[src/rtl/pipe_hazard_ctrl.sv]
// pipe_hazard_ctrl: issue controller between fetch and the decode register.
// A DEPTH-entry shift-register scoreboard tracks destination registers whose
// writes have not retired yet. An incoming instruction whose sources match a
// pending write is held (stall) and a bubble is sent to decode instead.
// A saturating counter records stall cycles for performance debug.
// Optional build macro: PIPE_HAZARD_ZERO_REG_EN (register 0 hard-wired zero).
module pipe_hazard_ctrl #(
  parameter int DEPTH = 3,
  parameter int CNT_W = 16
) (
  input  logic             clk,
  input  logic             reset,
  input  logic             instr_valid,
  input  logic [31:0]      instr_in,
  output logic             stall,
  output logic             issue,
  output logic [DEPTH-1:0] pend_valid,
  output logic [CNT_W-1:0] stall_cnt
);

  // Instruction fields used by hazard detection
  logic       data_src;
  logic [4:0] ws_in;
  logic [4:0] rd1;
  logic [4:0] rd2;
  logic       unused_fields;

  assign data_src = instr_in[29];
  assign ws_in    = instr_in[25:21];
  assign rd1      = instr_in[20:16];
  assign rd2      = instr_in[15:11];
  // ALUOP and the low immediate bits do not influence hazards
  assign unused_fields = ^{instr_in[31:30], instr_in[28:26], instr_in[10:0]};

  // Scoreboard state: entry 0 is the youngest
  logic [DEPTH-1:0] v_q, v_d;
  logic [4:0]       ws_q [DEPTH];
  logic [4:0]       ws_d [DEPTH];
  logic [CNT_W-1:0] cnt_q, cnt_d;
  logic             hz;
  logic             new_v;

  // Saturating increment: holds at all-ones instead of wrapping
  function automatic logic [CNT_W-1:0] sat_inc(input logic [CNT_W-1:0] x);
    return (&x) ? x : x + 1'b1;
  endfunction

  // Source/destination match; register 0 never matches when it is hard-wired
  function automatic logic src_match(input logic [4:0] ws, input logic [4:0] rd);
`ifdef PIPE_HAZARD_ZERO_REG_EN
    return (rd != 5'd0) && (ws == rd);
`else
    return ws == rd;
`endif
  endfunction

  // RAW hazard: any pending write matching RD1, or RD2 when it is a register operand
  always_comb begin
    hz = 1'b0;
    for (int i = 0; i < DEPTH; i++) begin
      if (v_q[i] && (src_match(ws_q[i], rd1) || (!data_src && src_match(ws_q[i], rd2))))
        hz = 1'b1;
    end
  end

  assign stall = instr_valid & hz & ~reset;
  assign issue = instr_valid & ~hz & ~reset;

`ifdef PIPE_HAZARD_ZERO_REG_EN
  assign new_v = issue & (ws_in != 5'd0);
`else
  assign new_v = issue;
`endif

  // Next state: scoreboard shifts every cycle, a bubble enters as an invalid entry
  always_comb begin
    v_d      = v_q;
    ws_d     = ws_q;
    v_d[0]   = new_v;
    ws_d[0]  = issue ? ws_in : 5'd0;
    for (int i = 1; i < DEPTH; i++) begin
      v_d[i]  = v_q[i-1];
      ws_d[i] = ws_q[i-1];
    end
    cnt_d = stall ? sat_inc(cnt_q) : cnt_q;
  end

  // State registers with synchronous reset
  always_ff @(posedge clk) begin
    if (reset) begin
      v_q   <= '0;
      cnt_q <= '0;
      for (int i = 0; i < DEPTH; i++) ws_q[i] <= 5'd0;
    end else begin
      v_q   <= v_d;
      cnt_q <= cnt_d;
      ws_q  <= ws_d;
    end
  end

  assign pend_valid = v_q;
  assign stall_cnt  = cnt_q;

endmodule

[config.mk]
export PLATFORM = sky130hd
export DESIGN_NAME = pipe_hazard_ctrl
export DESIGN_NICKNAME = d
export VERILOG_FILES = /design/src/rtl/pipe_hazard_ctrl.sv
export SDC_FILE = /design/constraint.sdc
export NUM_CORES = 1
export LEC_CHECK = 0
export ABC_AREA = 1
export CAP_MARGIN = 10
export CORE_UTILIZATION = 38
export DETAILED_ROUTE_END_ITERATION = 6
export HOLD_SLACK_MARGIN = 0.15
export PLACE_DENSITY = 0.76
export SETUP_SLACK_MARGIN = 0.3
export SLEW_MARGIN = 10
export SYNTH_ARGS = -nofsm -noshare
export SYNTH_HDL_FRONTEND = slang
export SYNTH_SLANG_ARGS = --single-unit
[constraint.sdc]
create_clock -name clk -period 1.7 [get_ports clk]
set_input_delay 0.17 -clock clk [delete_from_list [all_inputs] [get_ports clk]]
set_output_delay 0.17 -clock clk [all_outputs]
set_load 0.05 [all_outputs]
Yosys cells after proc, flatten, opt, wreduce, memory -nomap -nowiden. Index checks and enable logic that the tools add are counted.

Bitwise logic cells: 8. Muxes and demuxes: 3. Add/sub/neg operators: 1. Reductions and logical operators: 13. Eq/ne operators: 6.

Operator list (count): $eq 5x5->1 (6); $add 16x1->16 const B (1); $reduce_and 16->1 (1); $logic_and 1x1->1 (6); $and 1x1->1 (4); $not 1->1 (4); $logic_or 1x1->1 (3); $mux 1 (3); $reduce_and 2->1 (1); $reduce_or 2->1 (1); $logic_not 1->1 (1).

Logic and storage cells: 36. Bits of input ports: 35. Register bits: 34. Output and inout port bits: 21.

Depth between registers and ports, before layout.
Depth in word-level cells: 12. Depth in mapped cells: 13. Depth with buffers taken out: 12.

Worst setup path after synthesis. OpenSTA, ideal clock, no wires.

Path type: register to register. From: register cnt_q[1], in the netlist stall_cnt[1]. To: register cnt_q[3], in the netlist stall_cnt[3]. Path slack: -261 ps. Arrival time: 1846 ps. Stages on the path, launching flop included: 14. Required time: 1584 ps. Cell sequence: dfxtp_1 -> ha_1 -> nand2_1 -> nor2_1 -> nand2_1 -> nor2_2 -> nand3_2 -> buf_6 -> nand4_1 -> inv_2 -> nand3_2 -> nand2_1 -> nand2_1 -> nor2_2.

Cells in the longest elaborated chain, start to end: 3.

Ends and longest elaborated chain: start, declared (line 39) `logic [CNT_W-1:0] cnt_q, cnt_d;`; start signal, assigned (line 96) `cnt_q <= cnt_d;`; parallel branches: the longest is 3 deep, another holds $add 16x1->16.

Several ways; the timed one is not identified. A chain may end at the register's enable or synchronous reset.

Worst setup path after layout.
From: register ws_q, in the netlist ws_d[0]. To: output issue.

Cells in the longest elaborated chain, start to end: 9.

Ends and longest elaborated chain: start, declared (line 37) `logic [4:0] ws_q [DEPTH];`; start signal, assigned (line 97) `ws_q <= ws_d;`; $eq 5x5->1 (line 53) `return ws == rd;`; $logic_and 1x1->1 (line 61) `if (v_q[i] && (src_match(ws_q[i], rd1) || (!data_src && src_match(ws_q[i], rd2))))`; $logic_or 1x1->1 * (line 61); $logic_and 1x1->1 * (line 61); $mux 1 * (2 in series) (line 61); $not 1->1 * (line 67) `assign issue = instr_valid & ~hz & ~reset;`; $and 1x1->1 * (2 in series) (line 67); end, declared (line 16) `output logic issue,`.

Every way passes the cells marked *; elsewhere a longest branch is shown, timed or not.

==> reports/metrics.cfg <==
[synth]
synth_area_per_cell_um2 = 5.98
yosysWarnings = 0
synth_most_common_cell = nand2_1
synth_area_leaders = dfxtp_1 (32%), nand2_1 (22%), nor2_1 (11%), inv_1 (10%), nand3_2 (5.6%)
async_reset_ff_share_pct = 0
synth_top_area_share_pct = 31.7
synth_cells = 359
synth_edf_count = 0
yosys.area.top_type = dfxtp_1
synth_common_cells = nand2_1 (125), nor2_1 (62), inv_1 (59), dfxtp_1 (34), nand4_1 (13)
synth_area_um2 = 2150
ys_seq_elements = 34
yosys_most_used_dff = dfxtp_1
syn-num-nets = 395
synth.distinct_cells = 26
seq_area_frac_synth_pct = 31.7

[timing]
final-max-slew-violation-count = 0
fin_crit_ns = 1.73
setup_violations = 1
worst_pin_slew_ns = 0.501
tns_ns = -0.0258
final_hold_viol_count = 0
rsz0062_at_grt = yes
fin_ws_ns = -0.0258
fmax_ghz = 0.579
slew_headroom_pct = 66.7
period_share_pct = 102
skew_ns = 0.00516

[drt]
num_vias = 2273
antenna_left = 0
vias_per_cell = 4.67
firstDrtPassIters = 4
drc = 0
drt_iter0_drc = 132
wl_um = 5740
wire_per_inst_um = 11.8

[die]
io_pins = 56
dieWidth_um = 77.2
initial_core_util_pct = 39.3
die_area_um2 = 5960
die_y_um = 77.2
row_count = 27
core_area_um2 = 5470

[critical_path]
worstSetupStartpointType = flip-flop
worstPathMaxFanout = 3
crit_arrival_ns = 1.56
critPathMaxStageDelay_ns = 0.34
cp_data_required_time_ns = 1.53
crit_cells = 10
slowest_stage = dfxtp_2
crit_top_cell = nand2_1
crit_family = simple AND/OR/NAND/NOR gates
worstPathCellList = inv_2 > nand2_1 > nand2_1 > nor2_2 > nand3_1 > nand2_1 > nand2_2 > nand4_1 > inv_4 > buf_12
r2r_cells = 14
cp-end-kind = output port
path_class = flip-flop to output port
worst-path-buf-inv = 3

[global_route]
grt_max_degree = 26
grt_remaining_overflow = 0
antenna_found_initial = 0
grt_pass1_wl_um = 9220
grt_use_total_pct = 19.4
grt_pass1_vias = 2086

[clocking]
cts.sinks = 34
cts-htree-levels = 2
root_buffer = clkbuf_8
numCtsBuffers = 5
insertion_delay_ns = 0.29
holdBufCountCts = 0
cts_tree = yes
clk_pin_slew_ns = 0.08
clock_tree.buffer_depth = 2

[power_and_ir_drop]
p_leak_nw = 1.50
p_comb_share_pct = 13.4
p_int_mw = 1.44
p_switching_mw = 0.499
seq_power_share_pct = 42.2
p_per_area_nw_per_um2 = 623
ir_drop_uv = 340
p_sw_share_pct = 25.7
clock_power_share_pct = 44.4

[final_layout]
final_cells = 487
diodes = 0
layout-drive-gt1-share_pct = 35.7
stdcell_area_um2 = 3120
post-route-util_pct = 57.0
final_nets = 450
area_growth_pct = 45.1

[status]
violations = negative setup slack
outcome = complete, but fails checks

[placement]
hpwl_um = 3790
gp_congestion = 0.866
dpl.cell_count = 472
port_buffers = 39
dpl_cell_area_um2 = 2740

[worst_hold_path]
min_path_type = primary input to flip-flop
holdPathStages = 3

[flow_run]
maxCapViolCount = 0

==> metal layers <==
layer	GRT usage (%)	vias up	wire, µm
met5	0	-	0
met3	4.40	9	345
met2	31.7	69	2720
met1	24.7	1010	2570
met4	6.98	0	108
li1	-	1185	-
==> tightest hold or removal path: cells and delay by family <==
family | cells | cell delay, ns
buffers and inverters | 2 | 0.45
and+or+nand+nor | 1 | 0.03
==> layout by cell type, fill, tap and decap left out, types with 2 or more instances in the layout <==
master / netlist / final
buf_4: 2 / 13
nor2_1: 62 / 50
inv_1: 59 / 43
nand2_1: 125 / 112
nand3_1: 11 / 7
buf_12: 1 / 4
buf_6: 1 / 3
inv_4: 0 / 2
nand3_4: 1 / 7
xnor2_1: 4 / 4
clkbuf_8: 0 / 5
nor2_4: 0 / 4
nand4_1: 13 / 13
clkdlybuf4s15_2: 0 / 2
nand2_4: 1 / 2
nand3_2: 12 / 11
dfxtp_4: 0 / 4
o21ai_1: 1 / 3
nor2_2: 4 / 12
nand2_2: 2 / 14
dfxtp_1: 34 / 2
dlygate4sd2_1: 0 / 21
nor3_2: 1 / 3
dfxtp_2: 0 / 28
clkdlybuf4s50_1: 0 / 9
inv_2: 12 / 25
==> cell type report <==
class	count	area, µm²
Multi-Input combinational cell	247	1330
Timing Repair Buffer	55	561
Inverter	71	275
Fill cell	509	2360
Tap cell	72	90.1
Sequential cell	34	731
Clock buffer	6	93.8
Clock inverter	2	38.8
==> sequential cells by signal (all words and copies together) (netlist names) <==
signal and cells:
ws_q 5, pend_valid 3, ws_d 10, stall_cnt 16
==> logic make-up (layout without fill, tap and decap cells) <==
group,after synthesis,in the layout,synth area share [%]
adder cells (fa/ha/maj),1,1,0.582
AND/OR/NAND/NOR,238,239,50.0
buffers and inverters,79,134,15.4
XOR/XNOR,4,4,1.63
flip-flops,34,34,31.7
AO/OA/AOI/OAI,3,3,0.699
==> path summary, 6_finish.rpt <==
check	start	slack [ns]	to
hold / removal	instr_in[22]	0.39	ws_d[6]
hold reg to reg	pend_valid[0]	0.45	pend_valid[1]
setup reg to reg	ws_d[3]	0.06	stall_cnt[3]
setup / recovery	ws_d[0]	-0.03	issue
==> power groups by stage <==
stage          Clock, mW  Sequential (mW)  Combinational, mW
3_5_place_dp           0            0.834              0.238
2_1_floorplan          0            0.845              0.124
6_report           0.861            0.819              0.260
4_1_cts            0.861            0.818              0.248
3_3_place_gp           0            0.834              0.236
5_1_grt            0.902            0.821              0.284
==> what timing repair did <==
item,4_1_cts,5_1_grt
endpoints found under the setup margin,39,25
endpoints found under the hold margin,0,0
pin swaps,25,27
resized for setup,78,27
setup buffers,4,1
gates cloned,2,0
==> through the flow <==
step / hold WS (ns) / power (mW) / setup slack (ns)
2_1_floorplan: 0.282 / 0.969 / 0.112
3_3_place_gp: 0.437 / 1.07 / -0.168
3_5_place_dp: 0.441 / 1.07 / -0.233
4_1_cts: 0.380 / 1.93 / -0.0301
5_1_grt: 0.389 / 2.01 / -0.146
6_report: 0.385 / 1.94 / -0.0258
Power figures use the tool's default switching activity.
